--- config.mk ---
export PLATFORM = sky130hd
export DESIGN_NAME = instruction_fetch
export DESIGN_NICKNAME = d
export VERILOG_FILES = /design/src/rtl/instruction_fetch.sv
export SDC_FILE = /design/constraint.sdc
export NUM_CORES = 1
export LEC_CHECK = 0
export CORE_ASPECT_RATIO = 0.7
export CORE_MARGIN = 4
export CORE_UTILIZATION = 50
export DETAILED_ROUTE_END_ITERATION = 7
export PLACE_DENSITY = 0.77
export SYNTH_ARGS = -nofsm -noshare
export SYNTH_HDL_FRONTEND = slang
export SYNTH_SLANG_ARGS = --single-unit
--- constraint.sdc ---
create_clock -name clk -period 5 [get_ports clk]
set_input_delay 0.75 -clock clk [delete_from_list [all_inputs] [get_ports clk]]
set_output_delay 0.75 -clock clk [all_outputs]
set_load 0.005 [all_outputs]
--- src/rtl/instruction_fetch.sv ---
// IF stage: program counter, req/ack instruction-memory reads, one-entry park
// buffer for responses that land during a load-use stall, and squash of stale reads.
module instruction_fetch #(
  parameter logic [31:0] RESET_PC = 32'h0000_0000
) (
  input  logic        clk,
  input  logic        rst_n,
  input  logic        lw_hazard,
  input  logic        branch_taken,
  input  logic [31:0] branch_target,
  output logic        imem_req,
  output logic [31:0] imem_addr,
  input  logic        imem_ack,
  input  logic [31:0] imem_rdata,
  output logic [31:0] instruction_IF,
  output logic [31:0] PC_IF,
  output logic        valid_IF
);

  typedef enum logic [1:0] {IDLE, FETCH, HOLD, DROP} state_t;

  state_t      state;
  logic [31:0] pc;
  logic [31:0] pc_plus4;
  logic [31:0] stale_addr;
  logic [31:0] buf_instr;
  logic [31:0] buf_pc;

  always_comb begin
    pc_plus4  = pc + 32'd4;
    imem_req  = (state == FETCH) || (state == DROP);
    imem_addr = (state == DROP) ? stale_addr : pc;
  end

  always_ff @(posedge clk or negedge rst_n) begin
    if (!rst_n) begin
      state          <= IDLE;
      pc             <= RESET_PC;
      stale_addr     <= '0;
      buf_instr      <= '0;
      buf_pc         <= '0;
      instruction_IF <= '0;
      PC_IF          <= '0;
      valid_IF       <= 1'b0;
    end else begin
      // Default output action: bubble unless stalled; branches always bubble.
      // Loads of a real instruction below override this.
      if (branch_taken || !lw_hazard) begin
        instruction_IF <= '0;
        valid_IF       <= 1'b0;
      end

      case (state)
        IDLE: begin
          state <= FETCH;
          if (branch_taken) pc <= branch_target;
        end

        FETCH: begin
          if (branch_taken) begin
            pc <= branch_target;
            if (!imem_ack) begin
              stale_addr <= pc;
              state      <= DROP;
            end
          end else if (imem_ack) begin
            pc <= pc_plus4;
            if (lw_hazard) begin
              buf_instr <= imem_rdata;
              buf_pc    <= pc_plus4;
              state     <= HOLD;
            end else begin
              instruction_IF <= imem_rdata;
              PC_IF          <= pc_plus4;
              valid_IF       <= 1'b1;
            end
          end
        end

        HOLD: begin
          if (branch_taken) begin
            pc    <= branch_target;
            state <= FETCH;
          end else if (!lw_hazard) begin
            instruction_IF <= buf_instr;
            PC_IF          <= buf_pc;
            valid_IF       <= 1'b1;
            state          <= FETCH;
          end
        end

        DROP: begin
          // The stale read keeps the bus until acked; a branch only retargets pc.
          if (branch_taken) pc <= branch_target;
          if (imem_ack) state <= FETCH;
        end

        default: state <= IDLE;
      endcase
    end
  end

endmodule

After elaboration in Yosys (flattened, before gate mapping)

Index checks and enable logic that the tools add are counted.

Bits in registers: 195
Bits of input ports: 69
Output and inout bits: 98

Add/subtract/negate cells: 1
Equal/unequal tests: 14
Muxes and demuxes: 32
Bitwise operators: 2
Reductions and logical operators: 11

Operators by type and width:

| cell                  | count |
|---|---|
| $mux 32               | 15 |
| $pmux 32 s2           | 3 |
| $add 32x3->32 const B | 1 |
| $mux 2                | 7 |
| $ne 2x2->1 const B    | 6 |
| $ne 3x3->1 const B    | 4 |
| $pmux 2 s4            | 1 |
| $reduce_and 6->1      | 1 |
| $mux 1                | 5 |
| $reduce_and 5->1      | 1 |
| $eq 2x2->1 const B    | 2 |
| $reduce_and 4->1      | 1 |
| $reduce_and 3->1      | 1 |
| $reduce_or 3->1       | 1 |
| $eq 2x1->1 const B    | 1 |
| $logic_not 2->1       | 1 |
| $logic_or 1x1->1      | 2 |
| $ne 2x1->1 const B    | 1 |
| $not 1->1             | 2 |
| $pmux 1 s2            | 1 |
| $reduce_and 2->1      | 1 |
| $reduce_bool 2->1     | 1 |
| $logic_not 1->1       | 1 |

Depth between registers and ports, before layout

Word-level depth: 7
Depth in mapped cells: 9

Worst setup path after synthesis

No wires, ideal clock.

Path type: register to output
Start point: reg state[0]
End point: out imem_addr[10]
Arrival: 1.497 ns
Slack: 2.753 ns
Cell stages (with the launch flop): 5
Buffers on the path: 2
Path through: dfrtp_1 ha_1 clkbuf_1 buf_1 mux2_2

Longest elaborated chain between the ends: 2

RTL lines:

| what                   | RTL line | source |
|---|---|---|
| from (decl)            | 22       | `state_t state;` |
| from (signal assigned) | 37       | `state <= IDLE;` |
| from (signal assigned) | 55       | `state <= FETCH;` |
| from (signal assigned) | 64       | `state <= DROP;` |
| $eq 2x2->1             | 32       | `imem_addr = (state == DROP) ? stale_addr : pc;` |
| $mux 32                | 32       |  |
| to (decl)              | 12       | `output logic [31:0] imem_addr,` |

No other way between the ends.

Final worst setup path

Start point: reg state[0]
End point: out imem_addr[3]

Same word-level chain as after synthesis.

==> impl_metrics.tcl <==
set metrics [dict create \
    ff_latch_area_um2 4880 \
    cts_sinks 195 \
    layout-drive-gt1-share_pct 16.45 \
    maxSlewViolCount 0 \
    ys.flop_type "dfrtp_1" \
    dieArea_um2 20650 \
    antenna_cells 0 \
    yosysSeqAreaShare_pct 53.10 \
    postSynthCellCount 865 \
    fin_crit_ns 3.375 \
    async_reset_ff_share_pct 100.0 \
    endpoint_kind "output pin" \
    synth_area_um2 9190 \
    cp_num_buf_inv 1 \
    hold_viol_final 0 \
    dr.pass1.iters 7 \
    postRouteWirelength_mm 22.51 \
    worst_pin_slew_ns 1.111 \
    rsz0062_at_grt "false" \
    cts_inserted_buffers 17 \
    avgSynthCellArea_um2 10.62 \
    slowest_stage "ha_2" \
    critPathMaxFanout 35 \
    clock_path_buffers 2 \
    clock-skew-final_ns 0.008124 \
    synth-edff-count 0 \
    final_cell_mix "dfrtp_1 (195), clkdlybuf4s50_1 (164), nand2_1 (156)" \
    ys_ff_latch 195 \
    area_growth_pct 25.45 \
    drc_errors 0 \
    multi_input_area_um2 3968 \
    cts_resized 0 \
    numPortBuffers 166 \
    hold_path_class "in2async" \
    routed_via_density 5.605 \
    grt_pass1_vias 6790 \
    io_pins 167 \
    p_per_area_nw_per_um2 514.5 \
    fillCellCount 1431 \
    slowest_delay_ns 0.88 \
    grt_pass1_wl_mm 35.91 \
    start_util_pct 51.04 \
    p_leak_nw 4.720 \
    grt_max_degree 114 \
    synth_cell_types 43 \
    hpwl_mm 14.76 \
    drt_iter0_drc 582 \
    max_clock_freq_mhz 296.3 \
    clkLatencyLatePin_ns 0.43 \
    ctsHoldBuffers 0 \
    finalSetupViolCount 0 \
    routabilityCongestion 0.8231 \
    path_class "reg2out" \
    slew_headroom_pct 25.68 \
    critPathLaunchType "flop" \
    layout_commonest_cell "dfrtp_1" \
    cts_root_buf "clkbuf_16" \
    yosys_warnings 0 \
    syn_nets 938 \
    die_y_um 121.4 \
    cts_tree "built" \
    vias 6911 \
    antenna_found_initial 0 \
    die_x_um 170.0 \
    critPathArrivalTime_ns 2.62 \
    total_power_w 0.005932 \
    fin_crit_sh_pct 67.49 \
    ant_nets 0 \
    peakVddDrop_v 0.0003115 \
    htree_levels 4 \
    maxCapViolCount 0 \
    wl_per_cell_um 18.26 \
    grt_usage_pct 21.84 \
    cp.required_ns 4.25 \
    outcome "complete, no violations" \
    clk_pin_slew_worst_paths_ns 0.07 \
    crit_chain "ha_2 -> mux2_2 -> clkdlybuf4s50_1" \
    tns_ns 0 \
    post_cts_buffers 0 \
    crit_family "adder cells" \
    core_area_um2 18010 \
    grt_overflow 0 \
    nNetsFinal 1057 \
    num_rows 41 \
]
==> worst reg2reg max path, stage by stage (launching register included) <==
cell	delay [ns]
dfrtp_1	0.42
inv_1	0.07
ha_1	0.36
and2_1	0.64
nand2_4	0.72
mux2_2	0.56
==> state kept, by name, summed over array words and instances, names as in the netlist <==
signal	cells
PC_IF	32
buf_instr	32
buf_pc	32
instruction_IF	32
pc	32
stale_addr	32
state	2
valid_IF	1
==> synthesized netlist by cell type (6+ instances only) <==
library cell,count,area [um^2]
nand2_1,157,589.3
dfrtp_1,195,4880
nor3_1,8,40.04
o21ai_1,25,125.1
and3_1,6,37.54
buf_2,35,175.2
nor2_1,20,75.07
xor2_1,39,341.6
o221ai_1,12,105.1
a22oi_1,32,240.2
mux2_2,104,1171
nand4_1,16,100.1
o21ai_0,85,425.4
nand3_1,24,120.1
clkbuf_1,27,101.4
buf_1,6,22.52
a21oi_1,8,40.04
xnor2_1,18,157.7
==> metrics by stage <==
step           worst slack [ns]  std cells  hold WS (ns)  utilization, %  instance area [um^2]
6_report                  1.625       1233        0.3802           64.03                 11530
5_1_grt                   1.530       1233        0.4945           64.03                 11530
4_1_cts                   1.602       1233        0.4747           64.03                 11530
3_5_place_dp              1.728       1201        0.4684           60.50                 10890
3_3_place_gp              1.827       1201        0.4613           60.50                 10890
2_1_floorplan             2.753        865        0.4501               -                  9190
==> cells by family (layout without fill, tap and decap cells) <==
family / count (synthesis) / in the layout / share of synthesized area, %
adder cells (fa/ha/maj): 4 / 4 / 0.5446
multiplexers: 109 / 109 / 13.29
AO/OA/AOI/OAI: 174 / 174 / 11.63
buffers and inverters: 81 / 213 / 4.098
XOR/XNOR: 57 / 57 / 5.432
AND/OR/NAND/NOR: 245 / 245 / 11.91
flip-flops: 195 / 195 / 53.10
==> final timing paths <==
kind | depth (start not counted) | startpoint | endpoint | slack [ns]
worst max-delay path | 3 | state[0] | imem_addr[3] | 1.63
worst max register to register | 5 | state[1] | buf_instr[23] | 2.12
worst min register to register | 2 | instruction_IF[20] | instruction_IF[20] | 0.48
min in group clk | 2 | instruction_IF[20] | instruction_IF[20] | 0.48
worst min-delay path | 1 | rst_n | stale_addr[26] | 0.38
max in group asynchronous | 2 | rst_n | pc[9] | 3.38
==> power breakdown <==
group          switching, W  internal [W]
Sequential         0.000353       0.00214
Clock              0.000600      0.000871
Combinational      0.000859       0.00111
==> metal layers <==
metal	global-route usage (%)	share of wire, %
met1	33.72	49
met5	0	0
met4	3.791	0.72
met3	5.080	6.0
met2	31.89	44
==> area by class of cell <==
cell class                 count  share of cell area (%)
inverter                       6                  0.1954
clock buffer                  21                   3.994
multi-input combinational    589                   34.41
tap                          236                   2.561
sequential                   195                   42.33
timing repair buffer         175                   14.99
clock inverter                11                   1.519
No activity file was read; power rests on OpenSTA's default activity.
